### config.mk
export PLATFORM = sky130hd
export DESIGN_NAME = aes_word_streamer
export DESIGN_NICKNAME = d
export VERILOG_FILES = /design/src/rtl/aes_stream_pkg.sv /design/src/rtl/aes_word_streamer.sv
export SDC_FILE = /design/constraint.sdc
export NUM_CORES = 1
export LEC_CHECK = 0
export CORE_MARGIN = 10
export CORE_UTILIZATION = 30
export CTS_CLUSTER_DIAMETER = 40
export DETAILED_ROUTE_END_ITERATION = 8
export SYNTH_ARGS = -nofsm -noshare
export SYNTH_HDL_FRONTEND = slang
export SYNTH_SLANG_ARGS = --single-unit
### constraint.sdc
create_clock -name clk -period 3.1 [get_ports clk]
set_input_delay 0.775 -clock clk [delete_from_list [all_inputs] [get_ports clk]]
set_output_delay 0.775 -clock clk [all_outputs]
set_load 0.01 [all_outputs]
### src/rtl/aes_stream_pkg.sv
// Shared types and helpers for the AES word-serial stream units.
// The row_word helper is meant to be reused by the matching word packer.
package aes_stream_pkg;

  localparam int WORD_W = 32;
  localparam int BYTE_W = 8;

  typedef enum logic {MODE_COL, MODE_ROW} word_mode_t;
  typedef enum logic {ST_IDLE, ST_EMIT} stream_state_t;

  // Row r of a 4x4 AES state: byte r of every column, column 3 in the MSB.
  function automatic logic [WORD_W-1:0] row_word(input logic [127:0] block128,
                                                 input logic [1:0]   r);
    row_word = {block128[96 + BYTE_W*int'(r) +: BYTE_W],
                block128[64 + BYTE_W*int'(r) +: BYTE_W],
                block128[32 + BYTE_W*int'(r) +: BYTE_W],
                block128[     BYTE_W*int'(r) +: BYTE_W]};
  endfunction

endpackage

### src/rtl/aes_word_streamer.sv
// Registers one AES block/key and streams it out as 32-bit words,
// in column or row order, with back-to-back reload and synchronous flush.
module aes_word_streamer
  import aes_stream_pkg::*;
#(
  parameter  int SIZE    = 128,
  localparam int COL_NUM = SIZE / WORD_W,
  localparam int IDX_W   = (COL_NUM > 1) ? $clog2(COL_NUM) : 1
) (
  input  logic              clk,
  input  logic              rst_n,
  input  logic              flush,
  input  logic              in_valid,
  output logic              in_ready,
  input  logic [SIZE-1:0]   in_data,
  input  logic              in_mode,
  output logic              out_valid,
  input  logic              out_ready,
  output logic [WORD_W-1:0] out_word,
  output logic [IDX_W-1:0]  out_idx,
  output logic              out_last
);

  if (!(SIZE == 128 || SIZE == 192 || SIZE == 256)) begin : g_bad_size
    $error("aes_word_streamer: SIZE must be 128, 192 or 256");
  end

  localparam logic [IDX_W-1:0] LAST_IDX = IDX_W'(COL_NUM - 1);

  stream_state_t    r_state, w_state_nxt;
  logic [IDX_W-1:0] r_idx, w_idx_nxt;
  logic [SIZE-1:0]  r_block;
  word_mode_t       r_mode;
  word_mode_t       w_mode_in;
  logic             w_load;
  logic             w_in_hs;
  logic             w_out_hs;
  logic             w_last;

  assign out_valid = (r_state == ST_EMIT);
  assign w_last    = (r_idx == LAST_IDX);
  assign out_last  = out_valid & w_last;
  assign out_idx   = r_idx;

  // out_ready reaches in_ready combinationally so a new block can load
  // on the same edge the last word leaves, giving bubble-free streaming.
  assign in_ready  = !flush & (!out_valid | (out_last & out_ready));
  assign w_in_hs   = in_valid & in_ready;
  assign w_out_hs  = out_valid & out_ready & !flush;

  // Row order only has meaning for a 4x4 state; wider keys stay column order.
  assign w_mode_in = (COL_NUM == 4 && in_mode) ? MODE_ROW : MODE_COL;

  assign out_word  = (r_mode == MODE_ROW) ? row_word(r_block[127:0], r_idx[1:0])
                                          : r_block[WORD_W*int'(r_idx) +: WORD_W];

  // NOTE: every output of this block gets a default first so no path can
  // leave a value unassigned and infer a latch.
  always_comb begin
    w_state_nxt = r_state;
    w_idx_nxt   = r_idx;
    w_load      = 1'b0;
    if (flush) begin
      w_state_nxt = ST_IDLE;
      w_idx_nxt   = '0;
    end else begin
      unique case (r_state)
        ST_IDLE: begin
          if (w_in_hs) begin
            w_state_nxt = ST_EMIT;
            w_idx_nxt   = '0;
            w_load      = 1'b1;
          end
        end
        ST_EMIT: begin
          if (w_out_hs) begin
            if (!w_last) begin
              w_idx_nxt = r_idx + IDX_W'(1);
            end else if (w_in_hs) begin
              w_idx_nxt = '0;
              w_load    = 1'b1;
            end else begin
              w_state_nxt = ST_IDLE;
              w_idx_nxt   = '0;
            end
          end
        end
        default: begin
          w_state_nxt = ST_IDLE;
          w_idx_nxt   = '0;
        end
      endcase
    end
  end

  // NOTE: sequential state uses non-blocking assignments so every register
  // samples the pre-edge values regardless of process ordering.
  always_ff @(posedge clk or negedge rst_n) begin
    if (!rst_n) begin
      r_state <= ST_IDLE;
      r_idx   <= '0;
    end else begin
      r_state <= w_state_nxt;
      r_idx   <= w_idx_nxt;
    end
  end

  // NOTE: the block register is reset because out_word must read zero out of
  // reset; flush only invalidates it and leaves the contents in place.
  always_ff @(posedge clk or negedge rst_n) begin
    if (!rst_n) begin
      r_block <= '0;
      r_mode  <= MODE_COL;
    end else if (w_load) begin
      r_block <= in_data;
      r_mode  <= w_mode_in;
    end
  end

endmodule

**After elaboration in Yosys (flattened, before gate mapping)**

Index checks and enable logic that the tools add are counted.

- $add $sub $neg: 4
- Eq/ne operators: 3
- Shift-type cells: 5
- Multiplexer cells: 16
- Bitwise logic cells: 8
- Reduce and logical (&&, ||, !) cells: 3

Operators with widths:

| operator | number |
|---|---|
| $shiftx 128x9->8 | 2 |
| $shiftx 128x6->8 | 1 |
| $shiftx 128x8->32 | 1 |
| $shiftx 128x8->8 | 1 |
| $mux 32 | 1 |
| $add 7x5->8 const A | 2 |
| $mux 1 | 8 |
| $mux 2 | 4 |
| $add 6x5->7 const A | 1 |
| $and 1x1->1 | 6 |
| $pmux 1 s2 | 2 |
| $pmux 2 s2 | 1 |
| $ne 3x2->1 const B | 1 |
| $ne 3x3->1 const B | 1 |
| $add 2x1->2 const B | 1 |
| $eq 2x2->1 const B | 1 |
| $logic_not 1->1 | 2 |
| $reduce_and 2->1 | 1 |
| $not 1->1 | 1 |
| $or 1x1->1 | 1 |

- Flip-flop bits (word level): 132
- Bits of input ports: 134
- Output and inout port bits: 37
- Logic and storage cells: 43

**Longest topological paths before layout**

- Depth after elaboration: 11
- Depth in mapped cells: 6

**Least setup slack after synthesis**

No wires, ideal clock.

- Path kind: reg2out
- Start: register r_idx[1], in the netlist out_idx[1]
- End: output port out_word[13]
- Arrival: 1476 ps
- Slack: 849 ps
- Cell stages (with the launch flop): 6
- Cells stage by stage: dfrtp_1 > buf_2 > or2_2 > clkbuf_1 > clkbuf_1 > o221ai_1

- Longest elaborated chain between the ends: 3
- Elaborated cells on any way between the ends: 4
- Those cells by class: add/sub (1); shift (2); mux (1)

Ends and longest elaborated chain:

| what | RTL line | RTL |
|---|---|---|
| from (decl) | aes_word_streamer.sv:31 | `logic [IDX_W-1:0] r_idx, w_idx_nxt;` |
| from (signal assigned) | aes_word_streamer.sv:104 | `r_idx <= w_idx_nxt;` |
| $add 6x5->7 | aes_stream_pkg.sv:16 | `block128[32 + BYTE_W*int'(r) +: BYTE_W],` |
| $shiftx 128x8->8 | aes_stream_pkg.sv:16 |  |
| $mux 32 (*) | aes_word_streamer.sv:54 | `assign out_word = (r_mode == MODE_ROW) ? row_word(r_block[127:0], r_idx[1:0])` |
| to (decl) | aes_word_streamer.sv:19 | `output logic [WORD_W-1:0] out_word,` |

Every way passes the cells marked *; elsewhere a longest branch is shown, timed or not.

**Final worst setup path**

- Start: register r_mode
- End: output port out_word[1]

- Longest elaborated chain between the ends: 1

Ends and longest elaborated chain:

| what | RTL line | RTL |
|---|---|---|
| from (decl) | aes_word_streamer.sv:33 | `word_mode_t r_mode;` |
| from (signal assigned) | aes_word_streamer.sv:116 | `r_mode <= w_mode_in;` |
| $mux 32 | aes_word_streamer.sv:54 |  |

No other way between the ends.

==> flow_metrics.env <==
export IMPL_fp_dieH_um=172
export IMPL_initial_core_util_pct=30.5
export IMPL_synth_seq_cells=132
export IMPL_nNetsFinal=829
export IMPL_insertion_delay_ps=430
export IMPL_required_ps=2320
export IMPL_syn_cell_area_mm2=0.00691
export IMPL_leakagePower_nw=4.04
export IMPL_cts_tree="yes"
export IMPL_setup_tns_ps=0
export IMPL_finalNonFillerCells=992
export IMPL_drt_iter0_markers=260
export IMPL_routed_via_density=5.07
export IMPL_grt_max_degree=63
export IMPL_drc=0
export IMPL_status="finished clean"
export IMPL_routedWlPerCell_um=23.2
export IMPL_first_pass_iters=4
export IMPL_areaGrowthSynthToFinish_pct=40.2
export IMPL_criticalPathCategory="flop to primary output"
export IMPL_grt_pass1_vias=5538
export IMPL_min_period_over_period_pct=97.5
export IMPL_die_x_um=172
export IMPL_rows=55
export IMPL_yosysUniqueCellTypes=26
export IMPL_antenna_found_initial=0
export IMPL_setup_viol=0
export IMPL_finalClockSkew_ps=12.5
export IMPL_hold_buffers=0
export IMPL_critical_path_slowest_cell="dfrtp_4"
export IMPL_crit_path_end_kind="primary output"
export IMPL_critical_path_max_stage_delay_ps=530
export IMPL_gp_congestion=0.832
export IMPL_fp_coreArea_mm2=0.0226
export IMPL_clockBufferDepth=2
export IMPL_r2r_start="out_idx[0]"
export IMPL_hold_path_class="primary input to async pin"
export IMPL_synth_fp_nets=652
export IMPL_cap_viol_max_count=0
export IMPL_path_delay_family="buffers and inverters"
export IMPL_worstPathArrival_ps=2250
export IMPL_drv_slew=0
export IMPL_die_area_mm2=0.0295
export IMPL_ant_nets=0
export IMPL_yosysSeqAreaShare_pct=47.8
export IMPL_grt_setup_unrepaired="false"
export IMPL_worst_slew_pin_slew_ps=600
export IMPL_irDropWorstVdd_mv=0.343
export IMPL_finalHoldViolations=0
export IMPL_cts_made_buffers=17
export IMPL_cts_reportedPaths_clkPinSlew_ps=60
export IMPL_global_route_usage_total_pct=15.6
export IMPL_p_per_area_mw_per_mm2=630
export IMPL_routed_wl_mm=23.0
export IMPL_grt_pass1_wl_mm=33.8
export IMPL_io_buffers=170
export IMPL_syn_avg_cell_area_um2=13.4
export IMPL_synthCells=517
export IMPL_drive_gt1_share_pct=32.2
export IMPL_pin_count=171
export IMPL_h_tree_depth=4
export IMPL_hold_worst_slack_ps=323
export IMPL_start_kind="flop"
export IMPL_grt_overflow=0
export IMPL_critPathMaxFanout=13
export IMPL_max_freq_mhz=331
export IMPL_diodes=0
export IMPL_critPathBufInv=2
export IMPL_finalCriticalPeriod_ps=3020
export IMPL_vias=5027
export IMPL_dp_cells=956
export IMPL_slew_headroom_pct=60.0
export IMPL_crit_start="r_mode"
export IMPL_cts_root_buf="clkbuf_16"
export IMPL_clkSinkCount=132
export IMPL_yosysWarnings=0
export IMPL_path_cells="bufbuf_16 > mux2i_2 > a211o_1 > o221ai_1 > dlygate4sd2_1"
export IMPL_place_hpwl_mm=17.5
## worst reg2reg max path, stage by stage, from the launching register on
cell and delay, ps:
dfrtp_2 420, buf_4 200, ha_1 250, a21boi_4 90, nor3b_4 460, buf_12 330, mux2_2 430
## Yosys cell counts, drive strengths merged
master  count  share of area, %
a21oi       2              0.14
clkbuf     18               2.0
o21ai      17               1.2
buf        25               2.5
nand2b     10              0.91
a21o        8              0.87
o22a        8               1.0
or2         1             0.091
nand2       2              0.11
o211ai      8              0.87
a211o       8               1.0
ha          1              0.18
and2        1             0.091
mux2i      88                13
a21boi      1              0.27
mux2      146                24
o221ai     24               3.0
dfrtp     132                48
nor2b       1             0.091
nor3b       3              0.49
nor2       13              0.71
## worst paths after layout
path	end	slack, ps	cells past startpoint
max	out_word[1]	80	5
min	r_block[33]	320	1
max reg2reg	r_block[116]	810	6
min reg2reg	r_block[121]	500	1
max in group asynchronous	r_block[116]	2020	2
min in group clk	r_block[121]	500	1
## where the power goes
| part | switching, W | internal, W | leakage [nW] |
|---|---|---|---|
| registers | 0.000300 | 0.00205 | 1.55 |
| logic | 0.000775 | 0.00101 | 2.21 |
| clock network | 0.000778 | 0.00118 | 0.274 |
## final cells by class
type | instances | area [um2]
clock buffer | 20 | 437
clock inverter | 12 | 134
fill | 2087 | 13000
multi-input combinational | 342 | 3380
sequential | 132 | 3310
tap | 285 | 357
timing repair buffer | 201 | 2070
## layer usage
metal	vias up	GRT usage, %	share of wire (%)
li1	2293	-	-
met5	-	0	0
met4	0	4.12	1.0
met3	15	4.88	7.5
met1	2553	20.7	45
met2	166	24.0	46
## placed cells by master, fill, tap and decap left out, drive strengths merged, types with 3 or more instances in the layout
| cell type | n |
|---|---|
| buf | 30 |
| o221ai | 24 |
| clkdlybuf4s50 | 137 |
| dfrtp | 132 |
| nor3b | 3 |
| clkbuf | 20 |
| nand2b | 10 |
| dlygate4sd2 | 29 |
| o211ai | 8 |
| o22a | 8 |
| clkinv | 8 |
| mux2i | 88 |
| mux2 | 146 |
| a211o | 8 |
| o21ai | 17 |
| a21o | 8 |
| nor2 | 13 |
## sequential cells by signal, indices dropped and copies added (netlist names)
signal and flops:
out_idx 2, out_valid 1, r_mode 1, r_block 128
## stage by stage
| stage | setup slack [ps] | total power (W) | instance area [um2] | utilization, % |
|---|---|---|---|---|
| global route | 14.7 | 0.00639 | 9680 | 42.8 |
| detailed placement | 191 | 0.00415 | 8960 | 39.6 |
| global placement | 244 | 0.00412 | 8960 | 39.6 |
| floorplan | 849 | 0.00323 | 6910 | - |
| CTS | -0.298 | 0.00616 | 9650 | 42.6 |
| finish | 78.9 | 0.00610 | 9680 | 42.8 |
## kinds of logic after synthesis
| logic type | share of synthesized area, % |
|---|---|
| AND/OR/NAND/NOR | 2.48 |
| adder cells (fa/ha/maj) | 0.181 |
| buffers and inverters | 4.48 |
| flip-flops | 47.8 |
| multiplexers | 36.6 |
| AO/OA/AOI/OAI | 8.46 |
## what timing repair did
action                     in CTS  in global routing
resized for setup              47                  9
pin swaps                       0                  1
setup endpoints to repair      32                  8
buffers inserted                1                  1
gates cloned                    2                  0
Note: power is estimated with default switching activity, not from simulation.
